**config.mk**
```make
export PLATFORM = sky130hd
export DESIGN_NAME = sar_search_flat
export DESIGN_NICKNAME = d
export VERILOG_FILES = /design/src/rtl/sar_pkg.sv /design/src/rtl/sar_search_if.sv /design/src/rtl/sar_bounds.sv /design/src/rtl/sar_search.sv /design/src/flat_wrapper.sv
export SDC_FILE = /design/constraint.sdc
export NUM_CORES = 1
export LEC_CHECK = 0
export CORE_ASPECT_RATIO = 1.2
export CORE_UTILIZATION = 57
export DETAILED_ROUTE_END_ITERATION = 7
export PLACE_DENSITY = 0.8
export RECOVER_POWER = 100
export SYNTH_ARGS = -nofsm -noshare
export SYNTH_HDL_FRONTEND = slang
export SYNTH_SLANG_ARGS = --single-unit
export TNS_END_PERCENT = 1
```
**constraint.sdc**
```tcl
create_clock -name clk -period 3.5 [get_ports clk]
set_input_delay 0.525 -clock clk [delete_from_list [all_inputs] [get_ports clk]]
set_output_delay 0.525 -clock clk [all_outputs]
set_load 0.005 [all_outputs]
```
**src/rtl/sar_pkg.sv**
```systemverilog
// Shared types and widths for the successive-approximation search block.
package sar_pkg;

  typedef enum logic [1:0] {
    ST_IDLE  = 2'd0,
    ST_PROBE = 2'd1,
    ST_DONE  = 2'd2
  } state_t;

  // Settle counter holds 1..7; probe counter reports up to 7 probes.
  localparam int SETTLE_W = 3;
  localparam int PROBE_W  = 3;

  // True when exactly one of the three comparator flags is set.
  function automatic logic one_hot3(input logic a, input logic b, input logic c);
    return (a ^ b ^ c) & ~(a & b & c);
  endfunction

endpackage

```
**src/rtl/sar_search_if.sv**
```systemverilog
// Comparator handshake and search result bundle for sar_search.
interface sar_search_if #(
  parameter int WIDTH = 4
);
  import sar_pkg::*;

  logic                 start;
  logic                 agtb;
  logic                 aeqb;
  logic                 altb;
  logic [WIDTH-1:0]     guess;
  logic                 busy;
  logic                 done;
  logic                 error;
  logic [WIDTH-1:0]     result;
  logic [PROBE_W-1:0]   steps;

  modport master (
    output start, agtb, aeqb, altb,
    input  guess, busy, done, error, result, steps
  );

  modport slave (
    input  start, agtb, aeqb, altb,
    output guess, busy, done, error, result, steps
  );

endinterface

```
**src/rtl/sar_bounds.sv**
```systemverilog
// Combinational bound narrowing and next-guess arithmetic for one probe.
// Bounds are one bit wider than the guess so that guess+1 at the top of the
// range and guess-1 at the bottom can be detected as an empty interval.
module sar_bounds
  import sar_pkg::*;
#(
  parameter int WIDTH = 4
) (
  input  logic [WIDTH:0]   lo,
  input  logic [WIDTH:0]   hi,
  input  logic [WIDTH-1:0] guess,
  input  logic             agtb,
  input  logic             aeqb,
  input  logic             altb,
  output logic [WIDTH:0]   next_lo,
  output logic [WIDTH:0]   next_hi,
  output logic [WIDTH-1:0] next_guess,
  output logic             found,
  output logic             fail
);

  logic [WIDTH:0] guess_ext;
  logic [WIDTH:0] sum;

  assign guess_ext = {1'b0, guess};

  // Narrow the interval on the flag that fired and flag an empty or inconsistent result.
  always_comb begin
    next_lo = lo;
    next_hi = hi;
    found   = 1'b0;
    fail    = 1'b0;
    if (!one_hot3(agtb, aeqb, altb)) begin
      fail = 1'b1;
    end else if (aeqb) begin
      found = 1'b1;
    end else if (agtb) begin
      next_hi = guess_ext - (WIDTH+1)'(1);
      fail    = (guess_ext == '0) || (lo > next_hi);
    end else begin
      next_lo = guess_ext + (WIDTH+1)'(1);
      fail    = (next_lo > hi);
    end
    sum        = next_lo + next_hi;
    next_guess = WIDTH'(sum >> 1);
  end

endmodule

```
**src/rtl/sar_search.sv**
```systemverilog
// Binary search of an external target through a registered probe value and
// an external magnitude comparator; each probe is held SETTLE cycles before
// the comparator flags are trusted.
module sar_search
  import sar_pkg::*;
#(
  parameter int WIDTH  = 4,
  parameter int SETTLE = 1
) (
  input  logic        clk,
  input  logic        rst_n,
  sar_search_if.slave bus
);

  state_t               state_q, state_d;
  logic [WIDTH:0]       lo_q, lo_d, hi_q, hi_d;
  logic [WIDTH-1:0]     guess_q, guess_d;
  logic [WIDTH-1:0]     result_q, result_d;
  logic [PROBE_W-1:0]   steps_q, steps_d;
  logic [PROBE_W-1:0]   probe_q, probe_d;
  logic [SETTLE_W-1:0]  settle_q, settle_d;
  logic                 error_q, error_d;

  logic [WIDTH:0]       b_lo, b_hi;
  logic [WIDTH-1:0]     b_guess;
  logic                 b_found, b_fail;

  sar_bounds #(.WIDTH(WIDTH)) u_bounds (
    .lo         (lo_q),
    .hi         (hi_q),
    .guess      (guess_q),
    .agtb       (bus.agtb),
    .aeqb       (bus.aeqb),
    .altb       (bus.altb),
    .next_lo    (b_lo),
    .next_hi    (b_hi),
    .next_guess (b_guess),
    .found      (b_found),
    .fail       (b_fail)
  );

  // Next-state and datapath decisions for the search FSM.
  always_comb begin
    state_d  = state_q;
    lo_d     = lo_q;
    hi_d     = hi_q;
    guess_d  = guess_q;
    result_d = result_q;
    steps_d  = steps_q;
    probe_d  = probe_q;
    settle_d = settle_q;
    error_d  = error_q;
    unique case (state_q)
      ST_IDLE: begin
        if (bus.start) begin
          lo_d     = '0;
          hi_d     = {1'b0, {WIDTH{1'b1}}};
          guess_d  = {1'b0, {(WIDTH-1){1'b1}}};
          probe_d  = '0;
          settle_d = SETTLE_W'(SETTLE);
          error_d  = 1'b0;
          state_d  = ST_PROBE;
        end
      end
      ST_PROBE: begin
        if (settle_q == SETTLE_W'(1)) begin
          probe_d = probe_q + PROBE_W'(1);
          if (b_fail || b_found) begin
            result_d = guess_q;
            steps_d  = probe_q + PROBE_W'(1);
            error_d  = b_fail;
            state_d  = ST_DONE;
          end else begin
            lo_d     = b_lo;
            hi_d     = b_hi;
            guess_d  = b_guess;
            settle_d = SETTLE_W'(SETTLE);
          end
        end else begin
          settle_d = settle_q - SETTLE_W'(1);
        end
      end
      ST_DONE: begin
        state_d = ST_IDLE;
      end
      default: begin
        state_d = ST_IDLE;
      end
    endcase
  end

  // State and datapath registers, cleared asynchronously.
  always_ff @(posedge clk or negedge rst_n) begin
    if (!rst_n) begin
      state_q  <= ST_IDLE;
      lo_q     <= '0;
      hi_q     <= '0;
      guess_q  <= '0;
      result_q <= '0;
      steps_q  <= '0;
      probe_q  <= '0;
      settle_q <= '0;
      error_q  <= 1'b0;
    end else begin
      state_q  <= state_d;
      lo_q     <= lo_d;
      hi_q     <= hi_d;
      guess_q  <= guess_d;
      result_q <= result_d;
      steps_q  <= steps_d;
      probe_q  <= probe_d;
      settle_q <= settle_d;
      error_q  <= error_d;
    end
  end

  assign bus.guess  = guess_q;
  assign bus.busy   = (state_q == ST_PROBE);
  assign bus.done   = (state_q == ST_DONE);
  assign bus.error  = error_q;
  assign bus.result = result_q;
  assign bus.steps  = steps_q;

endmodule

```
**src/flat_wrapper.sv**
```systemverilog
// flat-port wrapper written by rule: the top's interface ports become plain ports
module sar_search_flat import sar_pkg::*;
#(
  parameter int WIDTH  = 4,
  parameter int SETTLE = 1
)
  (clk, rst_n, bus_start, bus_agtb, bus_aeqb, bus_altb, bus_guess, bus_busy, bus_done, bus_error, bus_result, bus_steps);
  sar_search_if #(.WIDTH(WIDTH)) bus_i ();
  input  logic clk;
  input  logic rst_n;
  input wire logic [$bits(bus_i.start)-1:0] bus_start;
  input wire logic [$bits(bus_i.agtb)-1:0] bus_agtb;
  input wire logic [$bits(bus_i.aeqb)-1:0] bus_aeqb;
  input wire logic [$bits(bus_i.altb)-1:0] bus_altb;
  output wire logic [$bits(bus_i.guess)-1:0] bus_guess;
  output wire logic [$bits(bus_i.busy)-1:0] bus_busy;
  output wire logic [$bits(bus_i.done)-1:0] bus_done;
  output wire logic [$bits(bus_i.error)-1:0] bus_error;
  output wire logic [$bits(bus_i.result)-1:0] bus_result;
  output wire logic [$bits(bus_i.steps)-1:0] bus_steps;
  assign bus_i.start = bus_start;
  assign bus_i.agtb = bus_agtb;
  assign bus_i.aeqb = bus_aeqb;
  assign bus_i.altb = bus_altb;
  assign bus_guess = bus_i.guess;
  assign bus_busy = bus_i.busy;
  assign bus_done = bus_i.done;
  assign bus_error = bus_i.error;
  assign bus_result = bus_i.result;
  assign bus_steps = bus_i.steps;
  sar_search #(.WIDTH(WIDTH), .SETTLE(SETTLE)) u_core (.clk(clk), .rst_n(rst_n), .bus(bus_i));
endmodule
```
==> results of run 1 <==
## through the flow
step / power, uW / util (%) / instance area, sq um / hold slack [ps]
after global routing: 1560 / 73.7 / 2460 / 528
after detailed placement: 1200 / 70.6 / 2360 / 475
after global placement: 1160 / 70.6 / 2360 / 468
after floorplan: 893 / - / 2000 / 229
final: 1460 / 73.7 / 2460 / 486
after CTS: 1460 / 73.0 / 2440 / 488
## power groups by stage
stage / logic, uW / registers, uW / clock network [uW]
floorplan: 402 / 491 / 0
global placement: 665 / 498 / 0
detailed placement: 692 / 507 / 0
CTS: 698 / 501 / 264
global route: 762 / 512 / 283
finish: 700 / 500 / 261
## registers in the layout, indices dropped and copies added, names as in the netlist
register	flops
u_core.lo_q	5
u_core.probe_q	3
u_core.bus.guess	4
u_core.settle_q	3
u_core.bus.result	4
u_core.state_q	2
u_core.bus.steps	3
u_core.hi_q	5
u_core.bus.error	1
## per-layer routing
metal  up-vias  wire, microns
li1        803              -
met1       852           1880
met2        64           2580
met3        15            243
met4         0            161
met5         -              0
## final cells by class
cell class	instances	area (sq um)
Multi-Input combinational cell	146	1180
Fill cell	245	878
Sequential cell	30	751
Timing Repair Buffer	39	333
Inverter	20	75.1
Clock buffer	5	68.8
Tap cell	37	46.3
Clock inverter	2	10.0
## critical path: cells and delay by family
kind	cells	cell delay, ps
buf+inv	3	660
compound gates	5	990
xor+xnor	2	270
simple gates	1	420
fa+ha+maj	2	770
## cell usage in the layout, fill, tap and decap left out, types with 2 or more instances in the layout
| cell | instances |
|---|---|
| nand3_1 | 3 |
| a22oi_1 | 3 |
| and3_1 | 2 |
| nand2_1 | 15 |
| a2bb2oi_1 | 2 |
| o21ai_0 | 8 |
| a21oi_1 | 9 |
| mux2i_1 | 2 |
| a21o_1 | 4 |
| xnor2_1 | 5 |
| mux2_2 | 5 |
| inv_1 | 20 |
| a22o_1 | 4 |
| clkbuf_8 | 5 |
| dfrtp_1 | 30 |
| nor2_1 | 8 |
| nor3_1 | 3 |
| nand2b_1 | 5 |
| o21ai_1 | 7 |
| clkdlybuf4s50_1 | 8 |
| buf_4 | 18 |
| nor3b_1 | 2 |
| clkinv_2 | 2 |
| ha_1 | 20 |
| clkbuf_1 | 2 |
| nor2b_1 | 5 |
| dlygate4sd3_1 | 11 |
| xor2_1 | 3 |
| o31ai_2 | 3 |
## repair_timing
item | CTS | global route
hold endpoints to repair | 0 | 0
gates resized for setup | 0 | 8
endpoints found under the setup margin | 0 | 10
## path summary, 6_finish.rpt
check / startpoint / to / slack, ps / cells past startpoint
max: bus_aeqb / u_core.bus.guess[3] / 70 / 13
min: u_core.bus.steps[0] / u_core.bus.steps[0] / 490 / 2
max reg2reg: u_core.bus.guess[2] / u_core.settle_q[1] / 160 / 10
min reg2reg: u_core.bus.steps[0] / u_core.bus.steps[0] / 490 / 2
max in group asynchronous: rst_n / u_core.bus.result[0] / 1320 / 2
min in group asynchronous: rst_n / u_core.settle_q[0] / 1200 / 2
## kinds of logic after synthesis
logic type / count (synthesis)
AND/OR/NAND/NOR: 50
buffers and inverters: 25
XOR/XNOR: 9
AO/OA/AOI/OAI: 56
multiplexers: 10
adder cells (fa/ha/maj): 21
flip-flops: 30
==> out/metrics.yaml, run 1 <==
outcome: "finished with violations"
violations: "capacitance limit, slew limit"
p_leak_uw: 0.00119
synth_top_area_share_pct: 37.5
synth_compound_area_share_pct: 20.6
dieArea_sq_mm: 0.00375
power_density_mw_per_mm2: 594
rsz0062_at_grt: "true"
h-tree-depth: 2
synth_common_cells: "dfrtp_1 (30), ha_1 (20), inv_1 (20), nand2_1 (15)"
slew_headroom_pct: -11.0
num_vias: 1734
maxSlewViolCount: 31
coreArea_sq_mm: 0.00334
synth_nets: 228
avgRoutedWirePerCell_microns: 17.4
finalSetupViolations: 0
yosysSeqAreaShare_pct: 37.5
drc_errors: 0
cpMaxStageDelayCell: "a2111oi_0"
top_usage_layer: "met2"
antenna_found_initial: 0
synth_fa_ha_area_share_pct: 13.5
drt-initial-drc-count: 108
final.period_utilization_pct: 97.9
dp_cells: 272
synth_async_sr_flop_share_pct: 100
synth-simple-area-share_pct: 13.2
dpl_worst_slack_ps: -230
use_met3_pct: 6.60
grt_pass1_wl_microns: 8060
hpwl_microns: 3640
rows: 23
clock_path_buffers: 2
cts_root_buf: "clkbuf_8"
grtUsageMet1_pct: 32.3
syn-mean-instance-area_sq_um: 9.95
cts_setup_buffers: 0
netlist_instances: 201
cp.required_ps: 3700
worstMarginPinSlew_ps: 1660
synthMuxAreaShare_pct: 5.63
maxCapViolations: 1
grt_start_max_net_pins: 31
ioPinCount: 20
vdd_ir_drop_max_mv: 0.593
clk_pin_slew_ps: 70
synth-seq-cells: 30
die_height_microns: 66.9
io_buffers: 19
synth_cell_types: 51
synth-xor-area-share_pct: 4.32
syn_area_sq_mm: 0.00200
setup_slack_ps: 73.1
synth-edff-count: 0
slowest_delay_ps: 480
timing_worst_setup_path_type: "primary input to flop"
fin_crit_ps: 3430
drt-total-wl_microns: 4860
setup-tns-final_ps: 0
grt_pass1_vias: 1724
finClkSkew_ps: 8.30
grtUsageMet2_pct: 50.6
ys_warn_count: 0
area_growth_pct: 23.0
vias_per_cell: 6.22
crit_path_start_kind: "primary input"
p_comb_share_pct: 47.9
die_w_microns: 56.1
hold_viol: 0
drt_pass1_iterations: 6
hold_buffers: 0
grt_overflow: 0
cts_sinks: 30
yosys-top-cells-area: "dfrtp_1 (38%), ha_1 (13%), inv_1 (3.8%), mux2_2 (2.8%), nand2_1 (2.8%)"
place.gp.congestion: 0.923
power_frac_seq_pct: 34.2
synth.largest_area_cell: "dfrtp_1"
power_switching_uw: 575
p_clk_share_pct: 17.9
final_cells: 279
crit_arrival_ps: 3620
insertedDiodeCount: 0
clock_latency_ps: 280
p_int_uw: 886
track_usage_pct: 28.5
cp-end-kind: "flop"
netSwitchingFraction_pct: 39.4
initial_core_util_pct: 59.9
fmax_mhz: 292
hp-class: "flop to flop"
synth_top_family_by_area: "compound AO/OA/AOI/OAI gates"
ant_nets: 0
synth_flop_cell: "dfrtp_1"
yosysMostFrequentCell: "dfrtp_1"
cts_tree: "built"
fin_nets: 269
cts_buffers: 5
path_cells: "clkdlybuf4s50_1 > ha_1 > or3b_4 > buf_4 > a2111oi_0 > a31oi_1 > fa_1 > inv_1 > a21o_1 > a21oi_1 > xnor2_2 > xnor2_1 > o31ai_2"
crit_fanout: 3
layout-drive-gt1-share_pct: 18.2
Note: power is estimated with default switching activity, not from simulation.
==> run 2, diff against run 1 <==
CTS_BUF_LIST = sky130_fd_sc_hd__clkbuf_16   (was unset)
PLACE_DENSITY = unset   (was 0.8)
PLACE_DENSITY_LB_ADDON = 0.3   (was unset)
==> run 2 against run 1 <==
- the flow still finishes with violations (capacitance limit, slew limit)
- non-clock buffer count fell by 2
- cell count fell by 0.72%
- clock power rose by 55%
- fmax increased by 0.46%
- register-to-register slack worse by 40 ps
- critical path depth up 1
- worst setup slack improved by 16 ps
==> out/metrics.yaml, run 2 (synthesized netlist as in run 1, its figures left out) <==
clock_path_buffers: 2  # unchanged
crit_arrival_ps: 3600  # -20 ps
crit_path_start_kind: "primary input"
ioPinCount: 20  # unchanged
grt_pass1_vias: 1809  # +4.9%
hp-class: "flop to flop"
hpwl_microns: 3800  # +4.4%
final_core_util_pct: 74.3  # +0.60 points
setup_slack_ps: 88.9  # +15.8 ps
clk_pin_slew_ps: 50  # -20 ps
layout-drive-gt1-share_pct: 15.8  # -2.3 points
num_vias: 1762  # +1.6%
cts_setup_buffers: 0  # unchanged
final_common_cell: "dfrtp_1"
p_leak_uw: 0.00121  # +1.2%
io_buffers: 19  # unchanged
grt_pass1_wl_microns: 8290  # +2.8%
grt_overflow: 0  # unchanged
clock_latency_ps: 270  # about the same
hold_viol: 0  # unchanged
finClkSkew_ps: 3.79  # -4.52 ps
crit_fanout: 7  # +4
dpl_worst_slack_ps: -196  # +33.8 ps
coreArea_sq_mm: 0.00334  # unchanged
drt-total-wl_microns: 5120  # +5.3%
cp-end-kind: "flop"
initial_core_util_pct: 59.9  # unchanged
maxCapViolations: 1  # unchanged
place.gp.congestion: 0.990  # +7.3%
cts_tree: "built"
slew_headroom_pct: -9.93  # +1.1 points
reg_top3: "u_core.hi_q x5, u_core.lo_q x5"
cts_sinks: 30  # unchanged
fmax_mhz: 293  # +0.46%
cp.required_ps: 3680  # -20 ps
die_height_microns: 66.9  # unchanged
timing_worst_setup_path_type: "primary input to flop"
ant_nets: 0  # unchanged
avgRoutedWirePerCell_microns: 18.5  # +6.1%
violations: "capacitance limit, slew limit"
drt_pass1_iterations: 4  # -2
maxSlewViolCount: 31  # unchanged
hold_buffers: 0  # unchanged
insertedDiodeCount: 0  # unchanged
fin_crit_ps: 3410  # -15.8 ps
die_w_microns: 56.1  # unchanged
grt_start_max_net_pins: 31  # unchanged
track_usage_pct: 29.8  # +1.4 points
dp_cells: 270  # -0.74%
drt-initial-drc-count: 87  # -19%
antenna_found_initial: 0  # unchanged
h-tree-depth: 2  # unchanged
setup-tns-final_ps: 0  # unchanged
finalSetupViolations: 0  # unchanged
holdWs_ps: 475  # -10.4 ps
cts_resized: 0  # unchanged
final_cell_mix: "dfrtp_1 (30), inv_1 (20), ha_1 (20)"
worstMarginPinSlew_ps: 1650  # -15.9 ps
vias_per_cell: 6.36  # +2.3%
cts_buffers: 5  # unchanged
fin_nets: 267  # -0.74%
power_density_mw_per_mm2: 638  # +7.4%
final_cells: 277  # -0.72%
vdd_ir_drop_max_mv: 0.568  # -4.2%
area_growth_pct: 24.0
cts_root_buf: "clkbuf_16"
rows: 23  # unchanged
drc_errors: 0  # unchanged
dieArea_sq_mm: 0.00375  # unchanged
final.period_utilization_pct: 97.5  # -0.45 points
outcome: "finished with violations"
## run 2: through the flow
stage | power, uW | cell area, sq um
after floorplan | 893 | 2000
after global placement | 1160 | 2340
after detailed placement | 1190 | 2340
after CTS | 1610 | 2480
after global routing | 1680 | 2480
final | 1580 | 2480
## run 2: critical path: stages
cell and delay [ps]:
clkdlybuf4s50_1 430, ha_1 310, or3b_1 410, buf_4 160, a211o_1 400, nor2_1 170, a21oi_2 70, fa_1 420
inv_1 70, a21o_1 120, a21oi_2 70, xnor2_2 140, xnor2_1 130, o31ai_2 180
## run 2: path summary, 6_finish.rpt
kind	startpoint	to	slack (ps)	cells after the start
worst min-delay path	u_core.bus.steps[0]	u_core.bus.steps[0]	480	2
min in group asynchronous	rst_n	u_core.settle_q[0]	1220	2
worst max register to register	u_core.bus.guess[0]	u_core.settle_q[1]	120	10
worst max-delay path	bus_aeqb	u_core.bus.guess[3]	90	14
worst min register to register	u_core.bus.steps[0]	u_core.bus.steps[0]	480	2
max in group asynchronous	rst_n	u_core.lo_q[1]	1320	2
## run 2: metal layers
metal / GRT usage (%) / up-vias / share of wire, %
met5: 0 / - / 0
met4: 23.2 / 0 / 5.3
met3: 7.18 / 24 / 5.2
met2: 52.1 / 79 / 52
met1: 30.8 / 858 / 37
li1: - / 801 / -
## run 2: cell type report
cell class | instances | area (sq um)
clock buffers | 5 | 125
clock inverters | 2 | 10.0
fillers | 237 | 858
inverters | 20 | 75.1
multi-input cells | 146 | 1150
flip-flops and latches | 30 | 751
well taps | 37 | 46.3
repair buffers | 37 | 318
## run 2: report_power, final
group          switching, uW  leakage [uW]  internal, uW  total, uW
sequential              67.3      0.000357           432        500
combinational            372      0.000783           305        677
clock                    149     0.0000694           256        405
total                    589       0.00121           993       1580
